--- config.mk ---
export PLATFORM = sky130hd
export DESIGN_NAME = fetch_unit
export DESIGN_NICKNAME = d
export VERILOG_FILES = /design/src/rtl/fetch_pkg.sv /design/src/rtl/fetch_if_id_reg.sv /design/src/rtl/fetch_unit.sv
export SDC_FILE = /design/constraint.sdc
export NUM_CORES = 1
export LEC_CHECK = 0
export BUFFER_PORTS_ARGS = -buffer_cell sky130_fd_sc_hd__clkbuf_2
export CAP_MARGIN = 25
export CORE_UTILIZATION = 50
export CTS_BUF_LIST = sky130_fd_sc_hd__clkbuf_4
export CTS_CLUSTER_SIZE = 30
export DETAILED_ROUTE_END_ITERATION = 7
export GPL_TIMING_DRIVEN = 0
export PLACE_DENSITY = 0.83
export SYNTH_ARGS = -nofsm -noshare
export SYNTH_HDL_FRONTEND = slang
export SYNTH_SLANG_ARGS = --single-unit
export TNS_END_PERCENT = 20
--- constraint.sdc ---
create_clock -name clk_i -period 2.46 [get_ports clk_i]
set_input_delay 0.492 -clock clk_i [delete_from_list [all_inputs] [get_ports clk_i]]
set_output_delay 0.492 -clock clk_i [all_outputs]
set_load 0.01 [all_outputs]
--- src/rtl/fetch_pkg.sv ---
// fetch_pkg: shared constants and types for the instruction fetch stage.
//   RESET_VECTOR_DEFAULT : PC after reset, also the base of the instruction ROM
//   ROM_BYTES            : size of the ROM window in bytes
//   fetch_state_e        : fetch FSM states (BOOT, RUN, FAULT)
//   fetch_fault_e        : fault cause encoding reported on fault_cause_o
package fetch_pkg;

    localparam logic [31:0] RESET_VECTOR_DEFAULT = 32'hBFC00000;
    localparam int unsigned ROM_BYTES            = 4096;

    typedef enum logic [1:0] {
        BOOT  = 2'd0,
        RUN   = 2'd1,
        FAULT = 2'd2
    } fetch_state_e;

    typedef enum logic [1:0] {
        FF_NONE     = 2'b00,
        FF_MISALIGN = 2'b01,
        FF_BOUNDS   = 2'b10
    } fetch_fault_e;

endpackage

--- src/rtl/fetch_if_id_reg.sv ---
// fetch_if_id_reg: IF/ID pipeline register between fetch and decode.
//
// Handshake: valid is high while the register holds an instruction; decode
// takes it on a clock edge where valid && ready. The register may load a new
// word whenever it is empty or being drained (load_en = !valid || ready), and
// its contents never change while valid && !ready.
//
// Ports:
//   clk, rst_n        clock, asynchronous active-low reset
//   flush             squash the held instruction (redirect), wins over load
//   capture           a new word is available this cycle
//   ready             decode accepts the held instruction
//   next_instr/pc/pc_plus4  word to capture and its addresses
//   load_en           register can accept a new word this cycle
//   valid, instr, pc, pc_plus4  registered outputs toward decode
module fetch_if_id_reg #(
    parameter int ADDR_WIDTH = 32,
    parameter int DATA_WIDTH = 32
) (
    input  logic                  clk,
    input  logic                  rst_n,
    input  logic                  flush,
    input  logic                  capture,
    input  logic                  ready,
    input  logic [DATA_WIDTH-1:0] next_instr,
    input  logic [ADDR_WIDTH-1:0] next_pc,
    input  logic [ADDR_WIDTH-1:0] next_pc_plus4,
    output logic                  load_en,
    output logic                  valid,
    output logic [DATA_WIDTH-1:0] instr,
    output logic [ADDR_WIDTH-1:0] pc,
    output logic [ADDR_WIDTH-1:0] pc_plus4
);

    assign load_en = !valid || ready;

    always_ff @(posedge clk or negedge rst_n) begin
        if (!rst_n) begin
            valid    <= 1'b0;
            instr    <= '0;
            pc       <= '0;
            pc_plus4 <= '0;
        end else if (flush) begin
            // Payload is left as-is; only valid matters once squashed.
            valid <= 1'b0;
        end else if (load_en) begin
            // With no new word the held one has been accepted, so go empty.
            valid <= capture;
            if (capture) begin
                instr    <= next_instr;
                pc       <= next_pc;
                pc_plus4 <= next_pc_plus4;
            end
        end
    end

endmodule

--- src/rtl/fetch_unit.sv ---
// fetch_unit: instruction fetch stage. Owns the PC, addresses a combinational
// instruction ROM, and hands fetched words to decode through an IF/ID
// register with a valid/ready handshake. Execute can redirect the PC, which
// squashes the held instruction and clears any fetch fault. A misaligned PC
// parks the unit in FAULT until the next redirect.
//
// Optional feature: define FETCH_BOUNDS_CHECK_EN to also fault (cause 2'b10)
// on any PC outside [RESET_VECTOR, RESET_VECTOR + ROM_BYTES - 4].
//
// Ports:
//   clk_i, rst_ni        clock, asynchronous active-low reset
//   imem_addr_o          ROM byte address, driven straight from the PC
//   imem_data_i          ROM read data for imem_addr_o
//   redirect_i/_pc_i     PC change request and target from execute
//   out_valid_o/ready_i  handshake toward decode
//   instr_o, pc_o, pc_plus4_o  fetched instruction and its addresses
//   fault_o, fault_cause_o, fault_pc_o  fetch fault status
//   state_o              current FSM state (debug visibility)
module fetch_unit
    import fetch_pkg::*;
#(
    parameter int                    ADDR_WIDTH   = 32,
    parameter int                    DATA_WIDTH   = 32,
    parameter logic [ADDR_WIDTH-1:0] RESET_VECTOR = RESET_VECTOR_DEFAULT
) (
    input  logic                  clk_i,
    input  logic                  rst_ni,
    output logic [ADDR_WIDTH-1:0] imem_addr_o,
    input  logic [DATA_WIDTH-1:0] imem_data_i,
    input  logic                  redirect_i,
    input  logic [ADDR_WIDTH-1:0] redirect_pc_i,
    output logic                  out_valid_o,
    input  logic                  out_ready_i,
    output logic [DATA_WIDTH-1:0] instr_o,
    output logic [ADDR_WIDTH-1:0] pc_o,
    output logic [ADDR_WIDTH-1:0] pc_plus4_o,
    output logic                  fault_o,
    output logic [1:0]            fault_cause_o,
    output logic [ADDR_WIDTH-1:0] fault_pc_o,
    output logic [1:0]            state_o
);

    localparam logic [1:0] ST_BOOT  = BOOT;
    localparam logic [1:0] ST_RUN   = RUN;
    localparam logic [1:0] ST_FAULT = FAULT;

    localparam logic [ADDR_WIDTH-1:0] PC_STEP = ADDR_WIDTH'(4);

    logic [1:0]            state_q;
    logic [ADDR_WIDTH-1:0] pc_q;
    logic [ADDR_WIDTH-1:0] pc_seq;
    logic                  fault_q;
    logic [1:0]            cause_q;
    logic [ADDR_WIDTH-1:0] fault_pc_q;

    logic                  load_en;
    logic                  capture;
    logic                  flush;
    logic                  misaligned;
    logic                  out_of_window;
    logic [1:0]            fetch_cause;

    // Sequential PC wraps modulo 2^ADDR_WIDTH by plain truncation.
    assign pc_seq      = pc_q + PC_STEP;
    assign imem_addr_o = pc_q;
    assign misaligned  = (pc_q[1:0] != 2'b00);

`ifdef FETCH_BOUNDS_CHECK_EN
    localparam logic [ADDR_WIDTH-1:0] LAST_OFFSET = ADDR_WIDTH'(ROM_BYTES - 4);
    logic [ADDR_WIDTH-1:0] rom_offset;

    // A PC below the base wraps to a huge offset, so one unsigned compare
    // covers both ends of the window.
    assign rom_offset    = pc_q - RESET_VECTOR;
    assign out_of_window = (rom_offset > LAST_OFFSET);
`else
    assign out_of_window = 1'b0;
`endif

    // Misalignment takes priority when both conditions hold.
    always_comb begin
        fetch_cause = FF_NONE;
        if (misaligned) begin
            fetch_cause = FF_MISALIGN;
        end else if (out_of_window) begin
            fetch_cause = FF_BOUNDS;
        end
    end

    // BOOT has nothing held, so a redirect there needs no squash.
    assign flush   = redirect_i && (state_q != ST_BOOT);
    assign capture = (state_q == ST_RUN) && !redirect_i && (fetch_cause == FF_NONE);

    always_ff @(posedge clk_i or negedge rst_ni) begin
        if (!rst_ni) begin
            state_q    <= ST_BOOT;
            pc_q       <= RESET_VECTOR;
            fault_q    <= 1'b0;
            cause_q    <= FF_NONE;
            fault_pc_q <= '0;
        end else begin
            case (state_q)
                ST_BOOT: begin
                    if (redirect_i) begin
                        pc_q <= redirect_pc_i;
                    end
                    state_q <= ST_RUN;
                end
                ST_RUN: begin
                    if (redirect_i) begin
                        pc_q    <= redirect_pc_i;
                        fault_q <= 1'b0;
                        cause_q <= FF_NONE;
                    end else if (load_en) begin
                        if (fetch_cause != FF_NONE) begin
                            fault_q    <= 1'b1;
                            cause_q    <= fetch_cause;
                            fault_pc_q <= pc_q;
                            state_q    <= ST_FAULT;
                        end else begin
                            pc_q <= pc_seq;
                        end
                    end
                end
                ST_FAULT: begin
                    if (redirect_i) begin
                        pc_q    <= redirect_pc_i;
                        fault_q <= 1'b0;
                        cause_q <= FF_NONE;
                        state_q <= ST_RUN;
                    end
                end
                default: begin
                    state_q <= ST_BOOT;
                end
            endcase
        end
    end

    fetch_if_id_reg #(
        .ADDR_WIDTH(ADDR_WIDTH),
        .DATA_WIDTH(DATA_WIDTH)
    ) u_if_id (
        .clk           (clk_i),
        .rst_n         (rst_ni),
        .flush         (flush),
        .capture       (capture),
        .ready         (out_ready_i),
        .next_instr    (imem_data_i),
        .next_pc       (pc_q),
        .next_pc_plus4 (pc_seq),
        .load_en       (load_en),
        .valid         (out_valid_o),
        .instr         (instr_o),
        .pc            (pc_o),
        .pc_plus4      (pc_plus4_o)
    );

    assign fault_o       = fault_q;
    assign fault_cause_o = cause_q;
    assign fault_pc_o    = fault_pc_q;
    assign state_o       = state_q;

endmodule
==> results.yml, run 1 <==
cts:
  clockBufferDepth: 2
  postCtsSetupRepairBufs: 0
  cts_buffers: 17
  clk_latency_ns: 0.57
  htree_levels: 4
  cts-root-buf: "clkbuf_4"
  cts.sinks: 162
  cts.clk_slew.worst_paths_ns: 0.14
  cts_tree: "done"
critical_path:
  endpoint_kind: "register"
  worst-path-buf-inv: 2
  cp_slowest_cell: "o221ai_2"
  slowest_delay_ns: 0.54
  crit_type: "register to register"
  required_ns: 2.90
  worstPathCellList: "inv_1 > ha_1 > nand2b_1 > o221ai_2 > clkbuf_1 > a21oi_1 > a2bb2oi_1"
  crit_fanout: 10
  crit_arrival_ns: 2.84
  start_kind: "register"
  crit_family: "compound AO/OA/AOI/OAI gates"
timing:
  post-route-period-util: 0.975
  drv_slew: 0
  min_period_ns: 2.40
  rsz0062_at_grt: "yes"
  fmax_ghz: 0.417
  max-slew-margin-rel: 0.576
  hold_violations: 0
  report.final.setup_viol: 0
  worst_pin_slew_ns: 0.636
  skew_ns: 0.0171
  setup_tns_ns: 0
placed_design:
  place_area_mm2: 0.00870
  dp_hpwl_mm: 13.7
  dp.cells: 1022
  port_buffers: 231
  gp_congestion: 0.818
floorplanning:
  io_pins: 234
  fp-row-count: 43
  die_h_um: 123
  die_area_mm2: 0.0150
  design.core.area_mm2: 0.0140
  start_util: 0.518
  die_w_um: 123
synthesis:
  seq_area_frac_synth: 0.559
  netlist_area_mm2: 0.00728
  synth_cell_type_count: 45
  syn_avg_cell_area_um2: 11.9
  synthArstFlopShare: 1.00
  synth_area_leaders: "dfrtp_1 (53%), mux2_2 (15%), dfstp_2 (3.2%)"
  yosysWarnings: 0
  synth_cells: 610
  ys_seq_elements: 162
  synth_top_area_frac: 0.526
  syn_nets: 683
  synth_edf_count: 0
  synthFlopType: "dfrtp_1"
  yosysTopAreaCell: "dfrtp_1"
hold_path:
  hold_class: "primary input to register"
pwr:
  vdd_drop_max_uv: 598
  power_leakage_uw: 0.00432
  power_density_mw_per_mm2: 1360
cells_and_area:
  nets: 935
  mostFrequentLayoutCells: "clkbuf_2 (237), dfrtp_1 (152), mux2_2 (97)"
  final_core_utilization: 0.644
  final_area_mm2: 0.00905
  stdcell_count: 1058
  area_growth_pct: 24.3
  layout_commonest_cell: "clkbuf_2"
  drive_gt1_frac: 0.487
routing:
  postRouteAntennaNets: 0
  drc: 0
  via_per_inst: 5.50
  drt_iter0_drc: 357
  drt_wl_total_mm: 18.8
  firstDrtPassIters: 6
  vias: 5824
  wire_per_inst_um: 17.8
flow_run:
  maxCapViolCount: 0
global_route:
  antenna_found_initial: 3
  gr-usage-all-layers: 0.258
  grt_max_degree: 95
  grt_pass1_vias: 5501
  grt_pass1_wl_mm: 29.0
  gr-total-overflow: 0
status:
  status: "completed"
==> synth_stat cells (5+ instances only) <==
library cell  number
buf_2             19
mux2_2            97
nand2b_1           6
dfrtp_1          153
clkbuf_1          16
o21ai_0           34
o21ai_1            9
nor2_1             7
and3_1             8
nand2_1           62
ha_1               5
xnor2_1            7
and4_1             8
dfstp_2            9
xor2_1            21
nand3_1           12
nand4_1            7
buf_4             11
a2bb2oi_1         21
o22ai_1           21
and2_1             5
a21oi_1           36
==> per-layer routing <==
metal,vias up,GRT usage,part of all wire
li1,2699,-,-
met1,2815,0.323,0.41
met2,260,0.412,0.48
met3,50,0.0613,0.069
met4,0,0.143,0.038
met5,-,0,0
==> path summary, 6_finish.rpt <==
check / startpoint / end / slack (ns) / cells past startpoint
worst max-delay path: state_o[1]$_DFFE_PN0P_ / imem_addr_o[20]$_DFFE_PN0P_ / 0.06 / 7
worst min-delay path: imem_data_i[16] / u_if_id.instr[16]$_DFFE_PN0P_ / 0.14 / 2
worst max register to register: state_o[1]$_DFFE_PN0P_ / imem_addr_o[20]$_DFFE_PN0P_ / 0.06 / 7
worst min register to register: u_if_id.pc_plus4[12]$_DFFE_PN0P_ / u_if_id.pc_plus4[12]$_DFFE_PN0P_ / 0.50 / 2
max in group asynchronous: rst_ni / imem_addr_o[6]$_DFFE_PN0P_ / 1.11 / 3
min in group asynchronous: rst_ni / u_if_id.instr[12]$_DFFE_PN0P_ / 0.47 / 2
==> where the power goes <==
group | total, uW | switching [uW] | internal [uW]
Clock | 1690 | 979 | 715
Sequential | 4970 | 955 | 4010
Combinational | 5660 | 3040 | 2630
==> sequential cells by signal, summed over array words and instances (netlist names) <==
name,flops
fault_pc_o,32
imem_addr_o,32
u_if_id.instr,32
u_if_id.pc_plus4,32
u_if_id.pc,30
state_o,2
fault_cause_o,1
u_if_id.valid,1
==> metrics by stage <==
step | setup WS (ns) | power, uW | hold slack, ns
2_1_floorplan | 0.455 | 8290 | 0.196
3_3_place_gp | -1.98 | 10500 | 0.462
3_5_place_dp | -0.0343 | 10700 | 0.474
4_1_cts | 0.000143 | 12400 | 0.106
5_1_grt | -0.0655 | 13200 | 0.106
6_report | 0.0608 | 12300 | 0.141
==> cell type report <==
cell class / instances / area, um2
clock buffer: 17 / 128
antenna: 3 / 7.51
fill: 1124 / 4990
sequential: 162 / 4070
buffer: 55 / 327
multi-input combinational: 390 / 2900
inverter: 3 / 11.3
timing repair buffer: 233 / 1200
tap: 180 / 225
clock inverter: 15 / 180
==> kinds of logic (layout without fill, tap and decap cells) <==
group,Yosys count,in the layout,share of synthesized area
flip-flops,162,162,0.559
AND/OR/NAND/NOR,130,130,0.0966
AO/OA/AOI/OAI,128,128,0.106
multiplexers,98,98,0.151
buffers and inverters,58,323,0.0445
XOR/XNOR,28,28,0.0337
adder cells (fa/ha/maj),5,5,0.00860
other,1,4,0.000515
==> timing repair <==
action                                 CTS  global route
endpoints found under the hold margin   59             0
resized for setup                        2            14
pin swaps                                0             0
setup endpoints to repair               16            78
hold buffers                             1             0
(Power assumes the default switching activity.)
==> run 2: changes to the inputs <==
CORE_ASPECT_RATIO = 1.2   (was not set)
==> run 2 against run 1 <==
Against the previous run: combinational power barely moved; global-route usage fell by 0.37 points; sequential share of layout area grew 0.42 points; the flow now finishes with violations (design-rule violations); sequential power about the same; cell area down 0.93%; highest routed layer unchanged; cell count decreased by 1.0%; critical path depth stayed put; hold slack improved by 0.013 ns; flip-flop and latch count unchanged; wire length shrank 1.0%.
==> results.yml, run 2 (synthesis results as in run 1) <==
critical_path:
  crit_arrival_ns: 2.89
  required_ns: 2.93
  crit_fanout: 10
  start_kind: "register"
  endpoint_kind: "register"
  ff2ff_setup_slack_ns: 0.05
  crit_type: "register to register"
global_route:
  grt_max_degree: 98
  antenna_found_initial: 1
  grt_pass1_wl_mm: 29.1
  grt_pass1_vias: 5545
  gr-usage-all-layers: 0.254
  gr-total-overflow: 0
status:
  status: "finished with violations"
  failed_checks: "design-rule violations"
cells_and_area:
  area_growth_pct: 23.2
  layout_commonest_cell: "clkbuf_2"
  mostFrequentLayoutCells: "clkbuf_2 (238), dfrtp_1 (152), mux2_2 (97)"
  drive_gt1_frac: 0.486
  nets: 935
placed_design:
  gp_congestion: 0.800
  dp_hpwl_mm: 13.5
  port_buffers: 231
  pre_cts_slack_ns: -0.0385
cts:
  clockBufferDepth: 2
  clk_latency_ns: 0.56
  cts_buffers: 17
  cts.clk_slew.worst_paths_ns: 0.13
  htree_levels: 4
  cts-root-buf: "clkbuf_4"
  cts_tree: "done"
  cts.sinks: 162
  postCtsSetupRepairBufs: 0
routing:
  via_per_inst: 5.41
  drt_wl_total_mm: 18.6
  vias: 5662
  drt_iter0_drc: 379
  firstDrtPassIters: 8
  wire_per_inst_um: 17.8
  postRouteAntennaNets: 0
  drc: 18
floorplanning:
  die_area_mm2: 0.0150
  die_w_um: 112
  die_h_um: 134
  design.core.area_mm2: 0.0140
  fp-row-count: 47
  io_pins: 234
  start_util: 0.520
timing:
  post-route-period-util: 0.980
  report.final.setup_viol: 0
  skew_ns: 0.0169
  worst_pin_slew_ns: 0.611
  drv_slew: 0
  max-slew-margin-rel: 0.592
  setup_tns_ns: 0
  rsz0062_at_grt: "yes"
  timing.hold.ws_ns: 0.154
  hold_violations: 0
  fmax_ghz: 0.415
  setup_slack_ns: 0.0484
  min_period_ns: 2.41
flow_run:
  maxCapViolCount: 0
pwr:
  p_total_uw: 12000
  power_leakage_uw: 0.00429
  power_density_mw_per_mm2: 1340
  vdd_drop_max_uv: 639
hold_path:
  hold_class: "primary input to register"
[run 2: changes by cell type in the layout (fill, tap and decap cells not counted), moves of 2 or more]
cell       delta
clkbuf_4      +3
clkinv_1      +3
inv_6         -3
bufinv_16     -2
diode_2       -2
[run 2: power breakdown]
part | internal [uW] | switching (uW) | total, uW
Clock | 518 | 916 | 1430
Combinational | 2620 | 3030 | 5650
Sequential | 4010 | 925 | 4940
[run 2: final timing paths]
check,startpoint,end,cells past startpoint
max in group asynchronous,rst_ni,state_o[1]$_DFFE_PN0P_,3
worst min-delay path,redirect_pc_i[0],imem_addr_o[0]$_DFFE_PN0P_,2
worst min register to register,u_if_id.pc_plus4[14]$_DFFE_PN0P_,u_if_id.pc_plus4[14]$_DFFE_PN0P_,2
worst max-delay path,state_o[0]$_DFFE_PN0P_,imem_addr_o[8]$_DFFE_PN0P_,7
worst max register to register,state_o[0]$_DFFE_PN0P_,imem_addr_o[8]$_DFFE_PN0P_,7
min in group asynchronous,rst_ni,u_if_id.instr[10]$_DFFE_PN0P_,2
[run 2: worst max-delay path, stage by stage (launching register included)]
cell and delay, ns:
dfrtp_1 0.50, inv_1 0.12, ha_1 0.28, nor3_2 0.37, clkbuf_4 0.33, clkbuf_1 0.41
o21ai_0 0.14, a21oi_1 0.19
[run 2: repair_timing]
| action | CTS | global route |
|---|---|---|
| hold endpoints to repair | 65 | 0 |
| endpoints found under the setup margin | 17 | 77 |
| hold buffers | 1 | 0 |
| gates resized for setup | 3 | 15 |
[run 2: area by class of cell]
type / instances / area (um2)
inverters: 3 / 11.3
clock inverters: 12 / 92.6
repair buffers: 233 / 1200
clock buffers: 20 / 150
fillers: 1150 / 5030
plain buffers: 55 / 328
diodes: 1 / 2.50
multi-input cells: 390 / 2900
flip-flops and latches: 162 / 4070
well taps: 171 / 214
[run 2: layer usage]
metal,GRT usage,routed length [um],vias up
li1,-,-,2669
met1,0.306,7710,2755
met2,0.427,9330,208
met3,0.0624,1140,30
met4,0.131,451,0
met5,0,0,-
[run 2: stage by stage]
stage,instance area [um2],std cells,util
2_1_floorplan,7280,610,-
3_3_place_gp,8650,1012,0.618
3_5_place_dp,8680,1013,0.621
4_1_cts,8940,1046,0.639
5_1_grt,8960,1047,0.640
6_report,8960,1047,0.640
